File: config.mk
export PLATFORM = sky130hd
export DESIGN_NAME = axi4_lite_cmd_master_flat
export DESIGN_NICKNAME = d
export VERILOG_FILES = /design/src/rtl/axi4_lite_pkg.sv /design/src/rtl/axi4_lite_cmd_master_if.sv /design/src/rtl/axi4_lite_cmd_master.sv /design/src/flat_wrapper.sv
export SDC_FILE = /design/constraint.sdc
export NUM_CORES = 1
export LEC_CHECK = 0
export ABC_CLOCK_PERIOD_IN_PS = 1480
export CAP_MARGIN = 10
export CORE_UTILIZATION = 37
export CTS_CLUSTER_SIZE = 20
export DETAILED_ROUTE_END_ITERATION = 8
export PLACE_DENSITY = 0.78
export SYNTH_ARGS = -nofsm -noshare
export SYNTH_HDL_FRONTEND = slang
export SYNTH_SLANG_ARGS = --single-unit
export TNS_END_PERCENT = 20
File: constraint.sdc
create_clock -name clk -period 1.48 [get_ports clk]
set_input_delay 0.148 -clock clk [delete_from_list [all_inputs] [get_ports clk]]
set_output_delay 0.148 -clock clk [all_outputs]
set_load 0.005 [all_outputs]
File: src/rtl/axi4_lite_pkg.sv
// rtl/axi4_lite_pkg.sv - shared AXI4-Lite response codes, protection default and master states
package axi4_lite_pkg;

    typedef enum logic [1:0] {
        OKAY   = 2'b00,
        EXOKAY = 2'b01,
        SLVERR = 2'b10,
        DECERR = 2'b11
    } resp_t;

    localparam logic [2:0] AXI_PROT_DEFAULT = 3'b000;

    typedef enum logic [2:0] {
        IDLE,
        WR,
        WR_RESP,
        RD_ADDR,
        RD_DATA,
        RSP
    } master_state_t;

endpackage

File: src/rtl/axi4_lite_cmd_master_if.sv
// rtl/axi4_lite_cmd_master_if.sv - AXI4-Lite bus bundle between the command master and its slave
interface axi4_lite_cmd_master_if #(
    parameter int ADDR_WIDTH = 32,
    parameter int DATA_WIDTH = 32
);

    logic [ADDR_WIDTH-1:0]   awaddr;
    logic [2:0]              awprot;
    logic                    awvalid;
    logic                    awready;
    logic [DATA_WIDTH-1:0]   wdata;
    logic [DATA_WIDTH/8-1:0] wstrb;
    logic                    wvalid;
    logic                    wready;
    logic [1:0]              bresp;
    logic                    bvalid;
    logic                    bready;
    logic [ADDR_WIDTH-1:0]   araddr;
    logic [2:0]              arprot;
    logic                    arvalid;
    logic                    arready;
    logic [DATA_WIDTH-1:0]   rdata;
    logic [1:0]              rresp;
    logic                    rvalid;
    logic                    rready;

    modport master (
        output awaddr, awprot, awvalid,
        input  awready,
        output wdata, wstrb, wvalid,
        input  wready,
        input  bresp, bvalid,
        output bready,
        output araddr, arprot, arvalid,
        input  arready,
        input  rdata, rresp, rvalid,
        output rready
    );

    modport slave (
        input  awaddr, awprot, awvalid,
        output awready,
        input  wdata, wstrb, wvalid,
        output wready,
        output bresp, bvalid,
        input  bready,
        input  araddr, arprot, arvalid,
        output arready,
        output rdata, rresp, rvalid,
        input  rready
    );

endinterface

File: src/rtl/axi4_lite_cmd_master.sv
// rtl/axi4_lite_cmd_master.sv - single-outstanding AXI4-Lite master with command/response streams and watchdog
module axi4_lite_cmd_master
    import axi4_lite_pkg::*;
#(
    parameter int ADDR_WIDTH     = 32,
    parameter int DATA_WIDTH     = 32,
    parameter int TIMEOUT_CYCLES = 256
) (
    input  logic                    clk,
    input  logic                    reset,

    input  logic                    cmd_valid,
    output logic                    cmd_ready,
    input  logic                    cmd_write,
    input  logic [ADDR_WIDTH-1:0]   cmd_addr,
    input  logic [DATA_WIDTH-1:0]   cmd_wdata,
    input  logic [DATA_WIDTH/8-1:0] cmd_wstrb,

    output logic                    rsp_valid,
    input  logic                    rsp_ready,
    output logic [DATA_WIDTH-1:0]   rsp_rdata,
    output logic [1:0]              rsp_resp,
    output logic                    rsp_timeout,

    axi4_lite_cmd_master_if.master  axi
);

    localparam int CNT_W = (TIMEOUT_CYCLES > 2) ? $clog2(TIMEOUT_CYCLES) : 1;
    localparam logic [CNT_W-1:0] WD_LAST = CNT_W'(TIMEOUT_CYCLES - 1);

    master_state_t           state_q, state_d;
    logic                    awvalid_q, awvalid_d;
    logic                    wvalid_q, wvalid_d;
    logic                    bready_q, bready_d;
    logic                    arvalid_q, arvalid_d;
    logic                    rready_q, rready_d;
    logic [ADDR_WIDTH-1:0]   awaddr_q, awaddr_d;
    logic [DATA_WIDTH-1:0]   wdata_q, wdata_d;
    logic [DATA_WIDTH/8-1:0] wstrb_q, wstrb_d;
    logic [ADDR_WIDTH-1:0]   araddr_q, araddr_d;
    logic [DATA_WIDTH-1:0]   rdata_q, rdata_d;
    logic [1:0]              resp_q, resp_d;
    logic                    timeout_q, timeout_d;
    logic [CNT_W-1:0]        wd_count_q, wd_count_d;

    logic aw_fin, w_fin, expired, done, abort;

    always_comb begin
        state_d    = state_q;
        awvalid_d  = awvalid_q;
        wvalid_d   = wvalid_q;
        bready_d   = bready_q;
        arvalid_d  = arvalid_q;
        rready_d   = rready_q;
        awaddr_d   = awaddr_q;
        wdata_d    = wdata_q;
        wstrb_d    = wstrb_q;
        araddr_d   = araddr_q;
        rdata_d    = rdata_q;
        resp_d     = resp_q;
        timeout_d  = timeout_q;
        wd_count_d = wd_count_q + CNT_W'(1);
        done       = 1'b0;
        abort      = 1'b0;
        // A channel counts as finished once its valid has dropped or it handshakes this cycle
        aw_fin     = !awvalid_q || axi.awready;
        w_fin      = !wvalid_q || axi.wready;
        expired    = (wd_count_q == WD_LAST);

        case (state_q)
            IDLE: begin
                wd_count_d = '0;
                if (cmd_valid) begin
                    if (cmd_write) begin
                        state_d   = WR;
                        awaddr_d  = cmd_addr;
                        wdata_d   = cmd_wdata;
                        wstrb_d   = cmd_wstrb;
                        awvalid_d = 1'b1;
                        wvalid_d  = 1'b1;
                        bready_d  = 1'b1;
                    end else begin
                        state_d   = RD_ADDR;
                        araddr_d  = cmd_addr;
                        arvalid_d = 1'b1;
                        rready_d  = 1'b1;
                    end
                end
            end
            WR: begin
                if (aw_fin && w_fin && axi.bvalid) begin
                    done   = 1'b1;
                    resp_d = axi.bresp;
                end else if (aw_fin && w_fin) begin
                    state_d   = WR_RESP;
                    awvalid_d = 1'b0;
                    wvalid_d  = 1'b0;
                end else if (expired) begin
                    abort = 1'b1;
                end else begin
                    awvalid_d = awvalid_q && !axi.awready;
                    wvalid_d  = wvalid_q && !axi.wready;
                end
            end
            WR_RESP: begin
                if (axi.bvalid) begin
                    done   = 1'b1;
                    resp_d = axi.bresp;
                end else if (expired) begin
                    abort = 1'b1;
                end
            end
            RD_ADDR: begin
                // Any R beat coinciding with the AR handshake is deliberately dropped
                if (axi.arready) begin
                    state_d   = RD_DATA;
                    arvalid_d = 1'b0;
                end else if (expired) begin
                    abort = 1'b1;
                end
            end
            RD_DATA: begin
                if (axi.rvalid) begin
                    done    = 1'b1;
                    resp_d  = axi.rresp;
                    rdata_d = axi.rdata;
                end else if (expired) begin
                    abort = 1'b1;
                end
            end
            RSP: begin
                if (rsp_ready) begin
                    state_d = IDLE;
                end
            end
            default: begin
                state_d = IDLE;
            end
        endcase

        if (done || abort) begin
            state_d   = RSP;
            awvalid_d = 1'b0;
            wvalid_d  = 1'b0;
            bready_d  = 1'b0;
            arvalid_d = 1'b0;
            rready_d  = 1'b0;
            timeout_d = abort;
        end
        if (done && (state_q == WR || state_q == WR_RESP)) begin
            rdata_d = '0;
        end
        if (abort) begin
            resp_d  = SLVERR;
            rdata_d = '0;
        end
    end

    always_ff @(posedge clk) begin
        if (reset) begin
            state_q    <= IDLE;
            awvalid_q  <= 1'b0;
            wvalid_q   <= 1'b0;
            bready_q   <= 1'b0;
            arvalid_q  <= 1'b0;
            rready_q   <= 1'b0;
            awaddr_q   <= '0;
            wdata_q    <= '0;
            wstrb_q    <= '0;
            araddr_q   <= '0;
            rdata_q    <= '0;
            resp_q     <= '0;
            timeout_q  <= 1'b0;
            wd_count_q <= '0;
        end else begin
            state_q    <= state_d;
            awvalid_q  <= awvalid_d;
            wvalid_q   <= wvalid_d;
            bready_q   <= bready_d;
            arvalid_q  <= arvalid_d;
            rready_q   <= rready_d;
            awaddr_q   <= awaddr_d;
            wdata_q    <= wdata_d;
            wstrb_q    <= wstrb_d;
            araddr_q   <= araddr_d;
            rdata_q    <= rdata_d;
            resp_q     <= resp_d;
            timeout_q  <= timeout_d;
            wd_count_q <= wd_count_d;
        end
    end

    assign cmd_ready   = (state_q == IDLE);
    assign rsp_valid   = (state_q == RSP);
    assign rsp_rdata   = rdata_q;
    assign rsp_resp    = resp_q;
    assign rsp_timeout = timeout_q;

    assign axi.awaddr  = awaddr_q;
    assign axi.awprot  = AXI_PROT_DEFAULT;
    assign axi.awvalid = awvalid_q;
    assign axi.wdata   = wdata_q;
    assign axi.wstrb   = wstrb_q;
    assign axi.wvalid  = wvalid_q;
    assign axi.bready  = bready_q;
    assign axi.araddr  = araddr_q;
    assign axi.arprot  = AXI_PROT_DEFAULT;
    assign axi.arvalid = arvalid_q;
    assign axi.rready  = rready_q;

endmodule

File: src/flat_wrapper.sv
// flat-port wrapper written by rule: the top's interface ports become plain ports
module axi4_lite_cmd_master_flat import axi4_lite_pkg::*;
#(
    parameter int ADDR_WIDTH     = 32,
    parameter int DATA_WIDTH     = 32,
    parameter int TIMEOUT_CYCLES = 256
)
  (clk, reset, cmd_valid, cmd_ready, cmd_write, cmd_addr, cmd_wdata, cmd_wstrb, rsp_valid, rsp_ready, rsp_rdata, rsp_resp, rsp_timeout, axi_awaddr, axi_awprot, axi_awvalid, axi_awready, axi_wdata, axi_wstrb, axi_wvalid, axi_wready, axi_bresp, axi_bvalid, axi_bready, axi_araddr, axi_arprot, axi_arvalid, axi_arready, axi_rdata, axi_rresp, axi_rvalid, axi_rready);
  axi4_lite_cmd_master_if #(.ADDR_WIDTH(ADDR_WIDTH), .DATA_WIDTH(DATA_WIDTH)) axi_i ();
  input  logic clk;
  input  logic reset;
  input  logic cmd_valid;
  output logic cmd_ready;
  input  logic cmd_write;
  input  logic [ADDR_WIDTH-1:0] cmd_addr;
  input  logic [DATA_WIDTH-1:0] cmd_wdata;
  input  logic [DATA_WIDTH/8-1:0] cmd_wstrb;
  output logic rsp_valid;
  input  logic rsp_ready;
  output logic [DATA_WIDTH-1:0] rsp_rdata;
  output logic [1:0] rsp_resp;
  output logic rsp_timeout;
  output wire logic [$bits(axi_i.awaddr)-1:0] axi_awaddr;
  output wire logic [$bits(axi_i.awprot)-1:0] axi_awprot;
  output wire logic [$bits(axi_i.awvalid)-1:0] axi_awvalid;
  input wire logic [$bits(axi_i.awready)-1:0] axi_awready;
  output wire logic [$bits(axi_i.wdata)-1:0] axi_wdata;
  output wire logic [$bits(axi_i.wstrb)-1:0] axi_wstrb;
  output wire logic [$bits(axi_i.wvalid)-1:0] axi_wvalid;
  input wire logic [$bits(axi_i.wready)-1:0] axi_wready;
  input wire logic [$bits(axi_i.bresp)-1:0] axi_bresp;
  input wire logic [$bits(axi_i.bvalid)-1:0] axi_bvalid;
  output wire logic [$bits(axi_i.bready)-1:0] axi_bready;
  output wire logic [$bits(axi_i.araddr)-1:0] axi_araddr;
  output wire logic [$bits(axi_i.arprot)-1:0] axi_arprot;
  output wire logic [$bits(axi_i.arvalid)-1:0] axi_arvalid;
  input wire logic [$bits(axi_i.arready)-1:0] axi_arready;
  input wire logic [$bits(axi_i.rdata)-1:0] axi_rdata;
  input wire logic [$bits(axi_i.rresp)-1:0] axi_rresp;
  input wire logic [$bits(axi_i.rvalid)-1:0] axi_rvalid;
  output wire logic [$bits(axi_i.rready)-1:0] axi_rready;
  assign axi_awaddr = axi_i.awaddr;
  assign axi_awprot = axi_i.awprot;
  assign axi_awvalid = axi_i.awvalid;
  assign axi_i.awready = axi_awready;
  assign axi_wdata = axi_i.wdata;
  assign axi_wstrb = axi_i.wstrb;
  assign axi_wvalid = axi_i.wvalid;
  assign axi_i.wready = axi_wready;
  assign axi_i.bresp = axi_bresp;
  assign axi_i.bvalid = axi_bvalid;
  assign axi_bready = axi_i.bready;
  assign axi_araddr = axi_i.araddr;
  assign axi_arprot = axi_i.arprot;
  assign axi_arvalid = axi_i.arvalid;
  assign axi_i.arready = axi_arready;
  assign axi_i.rdata = axi_rdata;
  assign axi_i.rresp = axi_rresp;
  assign axi_i.rvalid = axi_rvalid;
  assign axi_rready = axi_i.rready;
  axi4_lite_cmd_master #(.ADDR_WIDTH(ADDR_WIDTH), .DATA_WIDTH(DATA_WIDTH), .TIMEOUT_CYCLES(TIMEOUT_CYCLES)) u_core (.clk(clk), .reset(reset), .cmd_valid(cmd_valid), .cmd_ready(cmd_ready), .cmd_write(cmd_write), .cmd_addr(cmd_addr), .cmd_wdata(cmd_wdata), .cmd_wstrb(cmd_wstrb), .rsp_valid(rsp_valid), .rsp_ready(rsp_ready), .rsp_rdata(rsp_rdata), .rsp_resp(rsp_resp), .rsp_timeout(rsp_timeout), .axi(axi_i));
endmodule
==> out/metrics.cfg, run 1 <==
[power]
netSwitchingPower_uw = 4440
swShare_pct = 31.4
combPwrFrac_pct = 36.1
clockPowerShare_pct = 28.3
power.density_nw_per_um2 = 1450
p_leak_uw = 0.00383
internal_power_uw = 9680
design_power_total_uw = 14100
ir_drop_uv = 861
power_frac_seq_pct = 35.7

[yosys]
yosysTopAreaCell = dfxtp_1
yosysWarnings = 0
synth_area_leaders = dfxtp_1, nand2_1, a21oi_1
synthTopCellsByCount = nand2_1, dfxtp_1, a21oi_1
async_flop_share_pct = 0
synth_ff_type = dfxtp_1
synthesis.area_um2 = 5620
netlist.area_leader.share_pct = 53.8
yosysMostFrequentCell = nand2_1
syn-mean-instance-area_um2 = 8.41
synth_cell_types = 43
synth_cells = 668
ys_seq_area_share_pct = 53.8
synth_edf_count = 0
ys_seq_elements = 151

[setup_path]
slowest_delay_ps = 430
r2r_cells = 6
cp-startpoint = u_core.state_q[1]$_SDFFE_PP0P_
timing.rr.start = u_core.state_q[1]$_SDFFE_PP0P_
worst-path-max-fanout = 7
path_buf_inv = 1
r2r_slack_ps = -130
cp_top_family = compound AO/OA/AOI/OAI gates
timing.critical_path.to = u_core.state_q[0]$_SDFFE_PP0P_
crit_path_top_delay_cell = a211o_4
rr_endpoint = u_core.state_q[0]$_SDFFE_PP0P_
cp_num_cells = 6
end_kind = flip-flop
startpoint_type = flip-flop
critPathKind = reg -> reg
cp_data_arrival_time_ps = 1940
path_cells = buf_12 -> nor3b_2 -> o21bai_1 -> a211o_4 -> nor2b_4 -> a31oi_1
worstPathRequired_ps = 1820

[outcome]
status = finished, violations left
violations = design-rule violations, negative setup slack

[global_routing]
grt_max_degree = 74
grt_first_pass_wirelength_um = 26900
grt_use_total_pct = 21.8
grt-ovfl-total = 0
grt_pass1_vias = 5254
antenna_found_initial = 0

[sta]
fin_ws_ps = -128
fmax_mhz = 622
period_needed_ps = 1610
clock_skew_ps = 5.49
min_period_over_period_pct = 109
setup_viol = 140
setup-tns-final_ps = -7300
rsz0062_at_grt = true
slew_violations = 0
hold_viol_final = 0

[route]
vias = 5467
drc = 42
totalWireLength_um = 17500
dr.pass1.iters = 6
drtIter0Drc = 254
wire_per_inst_um = 15.2
antenna_left = 0
vias_per_cell = 4.75

[die]
die_h_um = 125
die_area_um2 = 15700
ios = 262
fp.dieW_um = 125
rows = 44
initial_core_util_pct = 38.2
core_area_um2 = 14700

[final_layout]
fillers = 1189
nNetsFinal = 1068
layoutNonFillerInstCount = 1150
area_growth_pct = 72.8
antenna_cells = 0
layout-drive-gt1-share_pct = 17.4
utilization_pct = 66.0
fin_area_um2 = 9710

[clock_network]
clockRootBuffer = clkbuf_16
htree_num_levels = 4
cts_hold_buffers = 0
clock_sinks = 151
cts_buffers = 17
clk_pin_slew_ps = 60
clkLatencyLatePin_ps = 420
cts_buffer_depth = 2
cts_tree = built

[place]
portBuffers = 255
place_hpwl_um = 11100
post_dp_cell_area_um2 = 8570
gp_congestion = 0.817
dpl.cell_count = 1101

[hold_path]
hold_path.class = in -> reg

[job]
drv_cap = 0

## power groups by stage
stage          clock network [uW]  logic, uW  registers [uW]
2_1_floorplan                   0       1990            5100
3_3_place_gp                    0       4190            5070
3_5_place_dp                    0       4240            5100
4_1_cts                      4070       4670            5030
5_1_grt                      4310       5480            5110
6_report                     3990       5090            5040
## layout by cell type, fill, tap and decap left out, types with 7 or more instances in the layout
cell type,instances
buf_12,9
dfxtp_1,143
buf_4,40
nor2_1,29
clkbuf_16,20
clkdlybuf4s50_1,229
mux2i_1,28
a21oi_1,95
nand2_1,209
dlymetal6s2s_1,21
a21oi_2,7
nor2_2,19
## per-layer routing
metal  GRT usage (%)  up-vias  wire, um
met5               0        -         0
met4            9.40        0       444
met3            9.16       35      1650
met2            36.6      199      8370
met1            24.1     2495      7050
li1                -     2738         -
## worst min-delay path by stage
stage	slack (ps)	end	start	cells past startpoint
global route	30	u_core.rsp_timeout$_SDFFE_PP0P_	reset	2
floorplan	280	u_core.axi.araddr[0]$_SDFFE_PP0P_	cmd_addr[0]	2
detailed placement	430	u_core.state_q[0]$_SDFFE_PP0P_	reset	2
global placement	420	u_core.state_q[0]$_SDFFE_PP0P_	reset	2
finish	20	u_core.rsp_resp[1]$_SDFFE_PP0P_	reset	2
CTS	20	u_core.rsp_timeout$_SDFFE_PP0P_	reset	2
## state kept, by name, summed over array words and instances, names as in the netlist
name and cells:
u_core.rsp_timeout 1, u_core.rsp_resp 2, u_core.axi.wstrb 4, u_core.axi.rready 1
u_core.state_q 3, u_core.axi.awaddr 32, u_core.axi.bready 1, u_core.axi.araddr 32
u_core.axi.awvalid 1, u_core.axi.wdata 32, u_core.rsp_rdata 32, u_core.wd_count_q 8
u_core.axi.arvalid 1, u_core.axi.wvalid 1
## through the flow
step / setup WS [ps] / hold WS [ps]
after floorplan: -43.4 / 284
after global placement: -374 / 418
after detailed placement: -414 / 427
after CTS: -87.8 / 20.7
after global routing: -187 / 32.6
final: -128 / 25.0
## kinds of logic (layout without fill, tap and decap cells)
logic type	count (synthesis)	after routing	synth area share (%)
simple gates	306	309	23.0
flops	151	151	53.8
compound gates	115	115	10.7
buf+inv	53	343	5.01
mux	35	35	6.26
xor+xnor	6	6	0.935
fa+ha+maj	1	1	0.223
other cells	1	6	0.0668
## layout make-up
class	count	area (um2)	area share, %
Sequential cell	151	3040	31.3
Multi-Input combinational cell	472	2680	27.6
Timing Repair Buffer	310	3200	33.0
Clock inverter	13	98.8	1.02
Inverter	1	3.75	0.0387
Tap cell	184	230	2.37
Clock buffer	19	453	4.67
## timing repair
item | in CTS | in global routing
setup buffers | 6 | 4
pin swaps | 35 | 14
setup endpoints to repair | 125 | 167
cloned | 4 | 3
gates resized for setup | 44 | 68
No activity file was read; power rests on OpenSTA's default activity.
==> inputs of run 2 (changes only) <==
GPL_TIMING_DRIVEN = 1   (was default)
==> results of run 2 <==
The final DEF is identical to that of run 1; final timing and power are the same.
==> inputs of run 3 (changes only) <==
CTS_CLUSTER_SIZE = default   (was 20)
==> results of run 3 <==
The final DEF is identical to that of run 1; final timing and power are the same.
